## config.mk

```make
export PLATFORM = sky130hd
export DESIGN_NAME = o8_wide_seq_flat
export DESIGN_NICKNAME = d
export VERILOG_FILES = /design/src/rtl/o8_wide_seq_if.sv /design/src/rtl/o8_wide_seq.sv /design/src/flat_wrapper.sv
export SDC_FILE = /design/constraint.sdc
export NUM_CORES = 1
export LEC_CHECK = 0
export ABC_AREA = 1
export BUFFER_PORTS_ARGS = -buffer_cell sky130_fd_sc_hd__clkbuf_2
export CAP_MARGIN = 0
export CORE_MARGIN = 3
export CORE_UTILIZATION = 50
export CTS_CLUSTER_DIAMETER = 150
export CTS_CLUSTER_SIZE = 20
export DETAILED_ROUTE_END_ITERATION = 8
export GPL_ROUTABILITY_DRIVEN = 0
export PLACE_DENSITY = 0.79
export SLEW_MARGIN = 20
export SYNTH_ARGS = -nofsm -noshare
export SYNTH_HDL_FRONTEND = slang
export SYNTH_SLANG_ARGS = --single-unit
```

## constraint.sdc

```tcl
create_clock -name clk -period 4.48 [get_ports clk]
set_clock_uncertainty 0.2 [all_clocks]
set_input_delay 0.224 -clock clk [delete_from_list [all_inputs] [get_ports clk]]
set_output_delay 0.224 -clock clk [all_outputs]
set_load 0.02 [all_outputs]
```

## src/rtl/o8_wide_seq_if.sv

```systemverilog
// Request/result handshake and 8-bit ALU side-channel for the o8_wide_seq sequencer.
// The slave modport is the sequencer. The master modport is its environment.
interface o8_wide_seq_if;
    logic        req_valid;
    logic        req_ready;
    logic [2:0]  req_op;
    logic [15:0] req_a;
    logic [15:0] req_b;
    logic        req_cin;
    logic        req_sub;

    logic        res_valid;
    logic        res_ready;
    logic [15:0] res_data;
    logic        res_zf;
    logic        res_cf;
    logic        res_of;
    logic        res_sf;

    logic [2:0]  alu_op;
    logic [7:0]  alu_left;
    logic [7:0]  alu_right;
    logic        alu_cf_in;
    logic        alu_not_left;
    logic        alu_not_right;
    logic        alu_not_result;
    logic [7:0]  alu_result;
    logic        alu_cf_out;

    modport slave (
        input  req_valid, req_op, req_a, req_b, req_cin, req_sub,
        input  res_ready, alu_result, alu_cf_out,
        output req_ready, res_valid, res_data, res_zf, res_cf, res_of, res_sf,
        output alu_op, alu_left, alu_right, alu_cf_in,
        output alu_not_left, alu_not_right, alu_not_result
    );

    modport master (
        output req_valid, req_op, req_a, req_b, req_cin, req_sub,
        output res_ready, alu_result, alu_cf_out,
        input  req_ready, res_valid, res_data, res_zf, res_cf, res_of, res_sf,
        input  alu_op, alu_left, alu_right, alu_cf_in,
        input  alu_not_left, alu_not_right, alu_not_result
    );
endinterface

```

## src/rtl/o8_wide_seq.sv

```systemverilog
// 16-bit operation sequenced through an external 8-bit ALU, low byte then high byte.
// Produces a 16-bit result with zero, carry, overflow and sign flags.
module o8_wide_seq (
    input  logic         clk,
    input  logic         reset,
    o8_wide_seq_if.slave bus
);
    typedef enum logic [1:0] {
        IDLE = 2'd0,
        LO   = 2'd1,
        HI   = 2'd2,
        DONE = 2'd3
    } state_t;

    localparam logic [2:0] OP_LEFT = 3'd0;
    localparam logic [2:0] OP_ADD  = 3'd2;
    localparam logic [2:0] OP_SHRL = 3'd5;
    localparam logic [2:0] OP_RSV6 = 3'd6;
    localparam logic [2:0] OP_RSV7 = 3'd7;

    state_t      state_r;
    logic [2:0]  op_r;
    logic [7:0]  a_hi_r;
    logic [7:0]  b_hi_r;
    logic        a0_r;
    logic        sub_r;
    logic [7:0]  lo_byte_r;

    logic [2:0]  alu_op_r;
    logic [7:0]  alu_left_r;
    logic [7:0]  alu_right_r;
    logic        alu_cf_in_r;
    logic        alu_not_right_r;

    logic [15:0] res_data_r;
    logic        res_zf_r;
    logic        res_cf_r;
    logic        res_of_r;
    logic        res_sf_r;

    logic [15:0] data_s;
    logic        cf_s;
    logic        of_s;
    logic        zf_s;
    logic        sf_s;
    logic        b_eff_msb_s;

    // Assemble the 16-bit result from the stored low byte and the high byte the ALU returns in HI.
    always_comb begin
        b_eff_msb_s = sub_r ? ~b_hi_r[7] : b_hi_r[7];
        data_s      = {bus.alu_result, lo_byte_r};
        cf_s        = 1'b0;
        of_s        = 1'b0;
        case (op_r)
            OP_ADD: begin
                cf_s = bus.alu_cf_out;
                of_s = (a_hi_r[7] == b_eff_msb_s) && (bus.alu_result[7] != a_hi_r[7]);
            end
            OP_SHRL: begin
                // The per-byte shift loses a[8]; put it back as bit 7 of the low byte.
                data_s = {bus.alu_result, lo_byte_r | {a_hi_r[0], 7'd0}};
                cf_s   = a0_r;
            end
            OP_RSV6, OP_RSV7: begin
                data_s = 16'h0000;
            end
            default: begin
                data_s = {bus.alu_result, lo_byte_r};
            end
        endcase
        zf_s = (data_s == 16'h0000);
        sf_s = data_s[15];
    end

    // Sequencer FSM. ALU drive values are preloaded one edge ahead so that every output comes from a register.
    always_ff @(posedge clk) begin
        if (reset) begin
            state_r         <= IDLE;
            op_r            <= 3'd0;
            a_hi_r          <= 8'd0;
            b_hi_r          <= 8'd0;
            a0_r            <= 1'b0;
            sub_r           <= 1'b0;
            lo_byte_r       <= 8'd0;
            alu_op_r        <= 3'd0;
            alu_left_r      <= 8'd0;
            alu_right_r     <= 8'd0;
            alu_cf_in_r     <= 1'b0;
            alu_not_right_r <= 1'b0;
            res_data_r      <= 16'h0000;
            res_zf_r        <= 1'b0;
            res_cf_r        <= 1'b0;
            res_of_r        <= 1'b0;
            res_sf_r        <= 1'b0;
        end else begin
            case (state_r)
                IDLE: begin
                    if (bus.req_valid) begin
                        state_r         <= LO;
                        op_r            <= bus.req_op;
                        a_hi_r          <= bus.req_a[15:8];
                        b_hi_r          <= bus.req_b[15:8];
                        a0_r            <= bus.req_a[0];
                        sub_r           <= bus.req_sub;
                        alu_op_r        <= (bus.req_op > OP_SHRL) ? OP_LEFT : bus.req_op;
                        alu_left_r      <= bus.req_a[7:0];
                        alu_right_r     <= bus.req_b[7:0];
                        alu_cf_in_r     <= bus.req_cin;
                        alu_not_right_r <= (bus.req_op == OP_ADD) && bus.req_sub;
                    end else begin
                        state_r <= IDLE;
                    end
                end
                LO: begin
                    // alu_cf_in_r doubles as the chain-carry register while in HI.
                    state_r     <= HI;
                    lo_byte_r   <= bus.alu_result;
                    alu_left_r  <= a_hi_r;
                    alu_right_r <= b_hi_r;
                    alu_cf_in_r <= bus.alu_cf_out;
                end
                HI: begin
                    // The high byte and high carry land directly in the result registers.
                    state_r         <= DONE;
                    res_data_r      <= data_s;
                    res_zf_r        <= zf_s;
                    res_cf_r        <= cf_s;
                    res_of_r        <= of_s;
                    res_sf_r        <= sf_s;
                    alu_op_r        <= 3'd0;
                    alu_left_r      <= 8'd0;
                    alu_right_r     <= 8'd0;
                    alu_cf_in_r     <= 1'b0;
                    alu_not_right_r <= 1'b0;
                end
                DONE: begin
                    if (bus.res_ready) begin
                        state_r    <= IDLE;
                        res_data_r <= 16'h0000;
                        res_zf_r   <= 1'b0;
                        res_cf_r   <= 1'b0;
                        res_of_r   <= 1'b0;
                        res_sf_r   <= 1'b0;
                    end else begin
                        state_r <= DONE;
                    end
                end
                default: begin
                    state_r <= IDLE;
                end
            endcase
        end
    end

    assign bus.req_ready      = (state_r == IDLE);
    assign bus.res_valid      = (state_r == DONE);
    assign bus.res_data       = res_data_r;
    assign bus.res_zf         = res_zf_r;
    assign bus.res_cf         = res_cf_r;
    assign bus.res_of         = res_of_r;
    assign bus.res_sf         = res_sf_r;
    assign bus.alu_op         = alu_op_r;
    assign bus.alu_left       = alu_left_r;
    assign bus.alu_right      = alu_right_r;
    assign bus.alu_cf_in      = alu_cf_in_r;
    assign bus.alu_not_left   = 1'b0;
    assign bus.alu_not_right  = alu_not_right_r;
    assign bus.alu_not_result = 1'b0;
endmodule

```

## src/flat_wrapper.sv

```systemverilog
// flat-port wrapper written by rule: the top's interface ports become plain ports
module o8_wide_seq_flat 
  (clk, reset, bus_req_valid, bus_req_op, bus_req_a, bus_req_b, bus_req_cin, bus_req_sub, bus_res_ready, bus_alu_result, bus_alu_cf_out, bus_req_ready, bus_res_valid, bus_res_data, bus_res_zf, bus_res_cf, bus_res_of, bus_res_sf, bus_alu_op, bus_alu_left, bus_alu_right, bus_alu_cf_in, bus_alu_not_left, bus_alu_not_right, bus_alu_not_result);
  o8_wide_seq_if bus_i ();
  input  logic clk;
  input  logic reset;
  input wire logic [$bits(bus_i.req_valid)-1:0] bus_req_valid;
  input wire logic [$bits(bus_i.req_op)-1:0] bus_req_op;
  input wire logic [$bits(bus_i.req_a)-1:0] bus_req_a;
  input wire logic [$bits(bus_i.req_b)-1:0] bus_req_b;
  input wire logic [$bits(bus_i.req_cin)-1:0] bus_req_cin;
  input wire logic [$bits(bus_i.req_sub)-1:0] bus_req_sub;
  input wire logic [$bits(bus_i.res_ready)-1:0] bus_res_ready;
  input wire logic [$bits(bus_i.alu_result)-1:0] bus_alu_result;
  input wire logic [$bits(bus_i.alu_cf_out)-1:0] bus_alu_cf_out;
  output wire logic [$bits(bus_i.req_ready)-1:0] bus_req_ready;
  output wire logic [$bits(bus_i.res_valid)-1:0] bus_res_valid;
  output wire logic [$bits(bus_i.res_data)-1:0] bus_res_data;
  output wire logic [$bits(bus_i.res_zf)-1:0] bus_res_zf;
  output wire logic [$bits(bus_i.res_cf)-1:0] bus_res_cf;
  output wire logic [$bits(bus_i.res_of)-1:0] bus_res_of;
  output wire logic [$bits(bus_i.res_sf)-1:0] bus_res_sf;
  output wire logic [$bits(bus_i.alu_op)-1:0] bus_alu_op;
  output wire logic [$bits(bus_i.alu_left)-1:0] bus_alu_left;
  output wire logic [$bits(bus_i.alu_right)-1:0] bus_alu_right;
  output wire logic [$bits(bus_i.alu_cf_in)-1:0] bus_alu_cf_in;
  output wire logic [$bits(bus_i.alu_not_left)-1:0] bus_alu_not_left;
  output wire logic [$bits(bus_i.alu_not_right)-1:0] bus_alu_not_right;
  output wire logic [$bits(bus_i.alu_not_result)-1:0] bus_alu_not_result;
  assign bus_i.req_valid = bus_req_valid;
  assign bus_i.req_op = bus_req_op;
  assign bus_i.req_a = bus_req_a;
  assign bus_i.req_b = bus_req_b;
  assign bus_i.req_cin = bus_req_cin;
  assign bus_i.req_sub = bus_req_sub;
  assign bus_i.res_ready = bus_res_ready;
  assign bus_i.alu_result = bus_alu_result;
  assign bus_i.alu_cf_out = bus_alu_cf_out;
  assign bus_req_ready = bus_i.req_ready;
  assign bus_res_valid = bus_i.res_valid;
  assign bus_res_data = bus_i.res_data;
  assign bus_res_zf = bus_i.res_zf;
  assign bus_res_cf = bus_i.res_cf;
  assign bus_res_of = bus_i.res_of;
  assign bus_res_sf = bus_i.res_sf;
  assign bus_alu_op = bus_i.alu_op;
  assign bus_alu_left = bus_i.alu_left;
  assign bus_alu_right = bus_i.alu_right;
  assign bus_alu_cf_in = bus_i.alu_cf_in;
  assign bus_alu_not_left = bus_i.alu_not_left;
  assign bus_alu_not_right = bus_i.alu_not_right;
  assign bus_alu_not_result = bus_i.alu_not_result;
  o8_wide_seq u_core (.clk(clk), .reset(reset), .bus(bus_i));
endmodule
```

==> impl_metrics.py, run 1 <==
metrics = {
    "status": {
        "status": "complete, but fails checks",
        "violations": "negative hold slack",
    },
    "power_and_ir_drop": {
        "p_leak_uw": 0.00177,
        "power_frac_comb_pct": 20.3,
        "power_density_nw_per_um2": 409,
        "power.share.sequential_pct": 44.4,
        "total_power_uw": 1650,
        "max-vdd-ir-drop_v": 0.000313,
        "switching_power_uw": 490,
        "switching_share_pct": 29.7,
        "p_clk_share_pct": 35.4,
        "intPower_uw": 1160,
    },
    "worst_hold_path": {
        "hp-class": "input pin to flip-flop",
    },
    "timing": {
        "timing.final.crit_share_pct": 67.6,
        "drv_slew": 0,
        "finalHoldViolations": 1,
        "finalCriticalPeriod_ns": 3.03,
        "slew_headroom_pct": 42.0,
        "finalSetupViolations": 0,
        "tightestPinTransition_ns": 0.869,
        "setup_tns_ns": 0,
        "clock.fmax_ghz": 0.330,
        "rsz0062_at_grt": "no",
        "whs_ns": -0.000146,
    },
    "yosys": {
        "synth_area_per_cell_sq_um": 7.70,
        "syn-cell-area_sq_um": 2970,
        "post-synth-top-count-cell": "dfxtp_1",
        "synthTopCellsByCount": "dfxtp_1 (71), nand2_1 (58), a21oi_1 (44)",
        "yosysTopAreaCellShare_pct": 47.9,
        "yosysWarnings": 0,
        "ys_seq_elements": 71,
        "synth_top_area_cell": "dfxtp_1",
        "synth_edf_count": 0,
        "synthFlopType": "dfxtp_1",
        "async_reset_ff_share_pct": 0,
        "postSynthCellCount": 385,
        "seq_area_frac_synth_pct": 47.9,
        "ys_types": 26,
        "netlist_top_cells_area": "dfxtp_1 (48%), a21oi_1 (7.4%), nand2_1 (7.3%)",
    },
    "clock_network": {
        "cts_buffers": 9,
        "cts_tree": "built",
        "postCtsSetupBuffers": 0,
        "clk_pin_slew_ns": 0.08,
        "post_cts_resized": 0,
        "h-tree-depth": 3,
        "clock-root-buffer": "clkbuf_8",
        "cts_sinks": 71,
        "insertion_delay_ns": 0.34,
        "cts-hold-fix-buffers": 43,
        "cts_buffer_depth": 2,
    },
    "route": {
        "drcViolationCount": 0,
        "dr.pass1.iters": 4,
        "wl_per_cell_um": 13.7,
        "first_iter_violations": 243,
        "routed_via_density": 5.28,
        "drtAntennaViolNets": 0,
        "wirelength_mm": 7.98,
        "num_vias": 3074,
    },
    "floorplan": {
        "die_h_um": 83.0,
        "dieArea_sq_um": 6890,
        "num_rows": 27,
        "start_util_pct": 52.9,
        "core_region_area_sq_um": 5610,
        "fp.dieW_um": 83.0,
        "io_pins": 95,
    },
    "setup_path": {
        "critical_path.most_common_cell": "nand2_2",
        "critPathRequiredTime_ns": 4.51,
        "cp.arrival_ns": 3.06,
        "crit_fanout": 42,
        "slowest_delay_ns": 0.57,
        "start_kind": "flip-flop",
        "cp_cell_sequence": "inv_1 > ha_1 > nand2_2 > nand2_2 > o21ai_1 > a21oi_1 > dlygate4sd3_1",
        "setup.worst_path.class": "flip-flop to flip-flop",
        "cp_slowest_cell": "dlygate4sd3_1",
        "timing.critical_path.to_type": "flip-flop",
    },
    "global_routing": {
        "overflow": 0,
        "grt_use_total_pct": 23.8,
        "grt_antenna_before_repair": 0,
        "first_global_vias": 3054,
        "grt_pass1_wl_mm": 13.7,
        "grt_max_degree": 50,
    },
    "layout": {
        "antenna_cells": 0,
        "final_layout_size_suffix_gt1_share_pct": 23.9,
        "fin_nets": 559,
        "area_growth_pct": 35.7,
    },
    "place": {
        "io_buffer_count": 92,
        "dpl.hpwl_mm": 5.08,
    },
    "run": {
        "max-cap-violations": 0,
    },
}
==> power groups by stage <==
stage	logic (uW)	registers (uW)	clock network, uW
2_1_floorplan	181	776	0
3_3_place_gp	292	741	0
3_5_place_dp	300	742	0
4_1_cts	331	729	590
5_1_grt	372	737	619
6_report	334	730	582
==> placed cells by master, fill, tap and decap left out, drive strengths merged <==
cell type / instances
a211oi: 1
a21oi: 45
a22oi: 1
a31oi: 17
bufinv: 2
clkbuf: 103
clkinv: 2
clkinvlp: 2
conb: 2
dfxtp: 71
dlygate4sd3: 43
ha: 4
inv: 32
nand2: 63
nand3: 37
nand3b: 2
nand4: 1
nor2: 21
nor3: 2
o21ai: 59
==> routing by layer <==
metal	up-vias	GRT usage (%)	wire [um]
li1	1539	-	-
met1	1413	29.7	3470
met2	100	40.5	3930
met3	22	3.87	367
met4	0	10.4	213
met5	-	0	0
==> cell families (layout without fill, tap and decap cells) <==
group	count (synthesis)	after routing	synth area share [%]
simple gates	126	126	18.4
buf+inv	60	184	9.49
other cells	1	2	0.126
flops	71	71	47.9
compound gates	123	123	22.4
fa+ha+maj	4	4	1.69
==> through the flow <==
| stage | worst slack (ns) | utilization (%) | instances | hold slack [ns] | instance area [sq um] |
|---|---|---|---|---|---|
| 4_1_cts | 1.47 | 71.8 | 582 | 0.000478 | 4020 |
| 3_5_place_dp | 2.03 | 60.0 | 523 | 0.241 | 3360 |
| 5_1_grt | 1.20 | 71.8 | 582 | 0.0136 | 4020 |
| 3_3_place_gp | 2.17 | 60.0 | 523 | 0.234 | 3360 |
| 2_1_floorplan | 2.84 | - | 386 | 0.102 | 2970 |
| 6_report | 1.45 | 71.8 | 582 | -0.000146 | 4020 |
==> layout make-up <==
cell class                      instances  area (sq um)
Timing Repair Buffer                  135           891
Multi-Input combinational cell        255          1270
Tap cell                               72          90.1
Sequential cell                        71          1420
Clock inverter                          5          80.1
Inverter                               33           124
Fill cell                             448          1580
Clock buffer                           11           151
==> worst max-delay path, delay by kind of cell (launching register included) <==
family	cells	cell delay (ns)
AO/OA/AOI/OAI	2	0.34
adder cells (fa/ha/maj)	1	0.27
buffers and inverters	2	0.66
flip-flops	1	0.36
AND/OR/NAND/NOR	2	1.08
==> final timing paths <==
path	to	cells past startpoint	startpoint	slack, ns
worst max-delay path	u_core.bus.alu_cf_in	7	u_core.state_r[0]	1.45
worst min-delay path	u_core.b_hi_r[4]	3	bus_req_b[12]	-0.0001
worst max register to register	u_core.bus.alu_cf_in	7	u_core.state_r[0]	1.45
worst min register to register	u_core.a_hi_r[4]	2	u_core.a_hi_r[4]	0.25
==> state kept, by name (all words and copies together) (netlist names) <==
register and count:
u_core.bus.res_sf 1, u_core.bus.alu_op 3, u_core.bus.res_of 1, u_core.a_hi_r 8, u_core.bus.alu_right 8, u_core.bus.alu_cf_in 1, u_core.a0_r 1, u_core.lo_byte_r 8
u_core.bus.res_cf 1, u_core.bus.alu_not_right 1, u_core.b_hi_r 8, u_core.bus.res_zf 1, u_core.op_r 3, u_core.bus.res_data 15, u_core.sub_r 1, u_core.state_r 2
u_core.bus.alu_left 8
(Power assumes the default switching activity.)
==> run 2: changes to the inputs <==
Settings changed: CORE_UTILIZATION 50 to 45, PLACE_DENSITY 0.79 to 0.75.
Clock period 4.48 ns to 2.65 ns, I/O delays scaled along.
==> impl_metrics.py, run 2 (synthesis gave the netlist of run 1 again) <==
metrics = {
    "layout": {
        "area_growth_pct": 39.2,
        "final_cell_mix": "clkbuf_2 (92), dfxtp_1 (71), nand2_1 (58)",
        "largest_register_ffs": 15,
        "multiInputGateArea_sq_um": 1270,
        "stdcell_count": 594,
        "fillCellCount": 489,
        "final_common_cell": "clkbuf_2",
        "register_area_sq_um": 1420,
        "fin_nets": 568,
        "antenna_cells": 0,
        "fin_util_pct": 67.3,
        "final_layout_size_suffix_gt1_share_pct": 24.1,
    },
    "setup_path": {
        "cp.arrival_ns": 2.44,
        "timing.critical_path.to_type": "flip-flop",
        "cp_slowest_cell": "dlygate4sd3_1",
        "cp_cell_sequence": "inv_1 > ha_1 > buf_4 > inv_2 > a22oi_1 > a21oi_1 > dlygate4sd3_1",
        "crit_fanout": 18,
        "start_kind": "flip-flop",
        "slowest_delay_ns": 0.56,
        "setup.worst_path.class": "flip-flop to flip-flop",
        "critPathRequiredTime_ns": 2.69,
    },
    "global_routing": {
        "grt_pass1_wl_mm": 13.7,
        "grt_max_degree": 50,
        "first_global_vias": 3002,
        "grt_antenna_before_repair": 0,
        "overflow": 0,
        "grt_use_total_pct": 23.1,
    },
    "floorplan": {
        "dieArea_sq_um": 7600,
        "num_rows": 28,
        "fp.dieW_um": 87.2,
        "die_h_um": 87.2,
        "core_region_area_sq_um": 6130,
        "io_pins": 95,
        "start_util_pct": 48.4,
    },
    "route": {
        "num_vias": 3114,
        "drcViolationCount": 0,
        "dr.pass1.iters": 4,
        "wirelength_mm": 8.44,
        "drtAntennaViolNets": 0,
        "first_iter_violations": 118,
        "wl_per_cell_um": 14.2,
        "routed_via_density": 5.24,
    },
    "run": {
        "max-cap-violations": 0,
    },
    "place": {
        "dpl.hpwl_mm": 5.20,
        "io_buffer_count": 92,
        "dp.cells": 529,
    },
    "timing": {
        "clock.fmax_ghz": 0.417,
        "tightestPinTransition_ns": 0.675,
        "timing.final.crit_share_pct": 90.5,
        "drv_slew": 0,
        "finalSetupViolations": 0,
        "finalHoldViolations": 0,
        "rsz0062_at_grt": "no",
        "slew_headroom_pct": 54.9,
        "finalCriticalPeriod_ns": 2.40,
        "setup_tns_ns": 0,
    },
    "clock_network": {
        "h-tree-depth": 3,
        "insertion_delay_ns": 0.36,
        "cts_sinks": 71,
        "clk_pin_slew_ns": 0.08,
        "cts_buffer_depth": 2,
        "cts_tree": "built",
        "cts_buffers": 9,
        "postCtsSetupBuffers": 0,
        "clock-root-buffer": "clkbuf_8",
    },
    "worst_hold_path": {
        "hp-class": "input pin to flip-flop",
    },
    "power_and_ir_drop": {
        "p_leak_uw": 0.00182,
        "max-vdd-ir-drop_v": 0.000438,
        "total_power_uw": 2880,
        "power_density_nw_per_um2": 697,
    },
    "status": {
        "status": "finished clean",
    },
}
## run 2: changes by cell type in the layout (fill, tap and decap cells not counted)
cell,delta
buf_4,+3
bufinv_16,+1
clkbuf_8,-1
clkinv_2,+1
clkinvlp_4,-1
dlygate4sd3_1,+6
nand2_2,-1
nand2_4,+1
## run 2: stage by stage
stage,hold WS (ns),cell area [sq um],setup WS [ns]
final,0.0213,4130,0.253
after global routing,0.0571,4130,0.118
after CTS,0.0186,4120,0.252
after detailed placement,0.189,3390,0.748
after global placement,0.187,3390,0.867
after floorplan,0.0110,2970,1.01
## run 2: critical path: cells and delay by family (launching register included)
kind / cells / cell delay, ns
adders and majority gates: 1 / 0.31
AOI/OAI and AO/OA: 2 / 0.34
DFF: 1 / 0.36
buffers and inverters: 4 / 1.08
## run 2: area by class of cell
cell class	instances	area share [%]
sequential	71	34.4
multi-input combinational	255	30.8
timing repair buffer	144	23.6
clock buffer	10	3.33
inverter	33	3.00
clock inverter	6	2.61
tap	75	2.27
## run 2: path summary, 6_finish.rpt
kind,from,to,slack (ns),cells past startpoint
worst max-delay path,u_core.state_r[1],u_core.bus.alu_cf_in,0.25,7
worst min register to register,u_core.b_hi_r[3],u_core.b_hi_r[3],0.25,2
worst min-delay path,bus_res_ready,u_core.state_r[0],0.02,4
worst max register to register,u_core.state_r[1],u_core.bus.alu_cf_in,0.25,7
## run 2: what timing repair did
action / CTS / global route
hold endpoints to repair: 62 / 0
hold buffers: 49 / 0
endpoints found under the setup margin: 0 / 1
resized for setup: 0 / 1
## run 2: routing by layer
layer	up-vias	track usage, %	wire [um]
li1	1557	-	-
met1	1432	27.5	3600
met2	111	40.0	4170
met3	14	5.77	513
met4	0	8.93	157
met5	-	0	0
## run 2: power breakdown
group | switching (uW) | total (uW) | internal (uW)
Clock | 409 | 1060 | 647
Combinational | 366 | 584 | 218
Sequential | 65.9 | 1240 | 1170
Total | 841 | 2880 | 2040
==> run 3: changes to the inputs <==
Settings changed: CORE_UTILIZATION 45 to 50, PLACE_DENSITY 0.75 to 0.79.
Clock period 2.65 ns to 2.8 ns, I/O delays scaled along.
==> impl_metrics.py, run 3 (synthesis gave the netlist of run 1 again) <==
metrics = {
    "layout": {
        "fin_nets": 567,
        "antenna_cells": 0,
        "largest_register_ffs": 15,
        "final_layout_size_suffix_gt1_share_pct": 24.1,
        "final_common_cell": "clkbuf_2",
        "final_cell_mix": "clkbuf_2 (92), dfxtp_1 (71), nand2_1 (58)",
        "area_growth_pct": 37.3,
    },
    "route": {
        "routed_via_density": 5.30,
        "drcViolationCount": 0,
        "drtAntennaViolNets": 0,
        "num_vias": 3128,
        "first_iter_violations": 207,
        "wl_per_cell_um": 14.2,
        "dr.pass1.iters": 5,
        "wirelength_mm": 8.39,
    },
    "setup_path": {
        "setup.worst_path.class": "flip-flop to flip-flop",
        "cp_slowest_cell": "dfxtp_1",
        "r2r_slack_ns": 0.71,
        "cp.arrival_ns": 2.12,
        "start_kind": "flip-flop",
        "critPathRequiredTime_ns": 2.83,
        "r2r_cells": 7,
        "crit_fanout": 26,
        "timing.critical_path.to_type": "flip-flop",
        "cp_cell_sequence": "inv_1 > ha_1 > nand2_2 > buf_4 > clkinv_1 > o21ai_0 > a21oi_1",
        "slowest_delay_ns": 0.36,
    },
    "power_and_ir_drop": {
        "power_density_nw_per_um2": 628,
        "p_leak_uw": 0.00178,
        "max-vdd-ir-drop_v": 0.000434,
    },
    "timing": {
        "finalHoldViolations": 0,
        "finalCriticalPeriod_ns": 2.09,
        "clock.fmax_ghz": 0.479,
        "drv_slew": 0,
        "finalSetupViolations": 0,
        "rsz0062_at_grt": "no",
        "setup_tns_ns": 0,
        "timing.final.crit_share_pct": 74.5,
        "slew_headroom_pct": 52.1,
        "tightestPinTransition_ns": 0.718,
        "whs_ns": 0.0367,
    },
    "clock_network": {
        "cts_sinks": 71,
        "cts_tree": "built",
        "postCtsSetupBuffers": 0,
        "clock-root-buffer": "clkbuf_8",
        "cts_buffers": 9,
        "cts-hold-fix-buffers": 48,
        "insertion_delay_ns": 0.35,
        "h-tree-depth": 3,
        "cts_buffer_depth": 2,
        "post_cts_resized": 0,
        "clk_pin_slew_ns": 0.07,
    },
    "global_routing": {
        "grt_antenna_before_repair": 0,
        "overflow": 0,
        "grt_max_degree": 50,
        "first_global_vias": 3037,
        "grt_pass1_wl_mm": 13.9,
        "grt_use_total_pct": 24.6,
    },
    "floorplan": {
        "die_h_um": 83.0,
        "io_pins": 95,
        "core_region_area_sq_um": 5610,
        "num_rows": 27,
        "dieArea_sq_um": 6890,
        "fp.dieW_um": 83.0,
        "start_util_pct": 52.9,
    },
    "status": {
        "status": "finished clean",
    },
    "place": {
        "dpl.hpwl_mm": 4.98,
        "io_buffer_count": 92,
    },
    "worst_hold_path": {
        "hold_depth": 4,
        "hp-class": "input pin to flip-flop",
    },
    "run": {
        "max-cap-violations": 0,
    },
}
[run 3: cell types whose count changed in the layout (fill, tap and decap cells not counted)]
cell           delta
clkinvlp_4        +3
inv_6             +1
nand2_4           -1
dlygate4sd3_1     -1
nand2_2           +1
bufinv_16         -2
clkinv_2          -2
[run 3: worst paths after layout]
check,startpoint,to
max,u_core.state_r[0],u_core.a0_r
min,bus_res_ready,u_core.state_r[0]
max reg2reg,u_core.state_r[0],u_core.a0_r
min reg2reg,u_core.b_hi_r[5],u_core.b_hi_r[5]
[run 3: per-stage QoR]
step                      setup WS, ns  power [uW]  instance area (sq um)  cells  utilization [%]
final                            0.714        2560                   4070    590             72.6
after global routing             0.479        2690                   4070    590             72.6
after CTS                        0.731        2550                   4070    590             72.6
after detailed placement         0.746        1670                   3380    526             60.4
after global placement           0.830        1660                   3380    526             60.4
after floorplan                   1.16        1530                   2970    386                -
[run 3: cell type report]
type,count,area (sq um)
Tap cell,72,90.1
Inverter,33,124
Fill cell,444,1540
Clock inverter,6,68.8
Clock buffer,10,138
Sequential cell,71,1420
Multi-Input combinational cell,255,1270
Timing Repair Buffer,143,963
[run 3: critical path, delay by kind of cell (launching register included)]
kind,cells,cell delay (ns)
buffers and inverters,3,0.60
DFF,1,0.36
and+or+nand+nor,1,0.27
AOI/OAI and AO/OA,2,0.27
adders and majority gates,1,0.26
[run 3: routing by layer]
metal / GRT usage [%] / part of all wire [%] / vias up
li1: - / - / 1553
met1: 28.8 / 41 / 1410
met2: 41.5 / 49 / 127
met3: 5.56 / 5.8 / 38
met4: 12.9 / 4.0 / 0
met5: 0 / 0 / -
[run 3: report_power, final]
part	internal (uW)	leakage (uW)	switching, uW
combinational	203	0.00111	349
sequential	1110	0.000584	60.2
clock	438	0.0000912	398
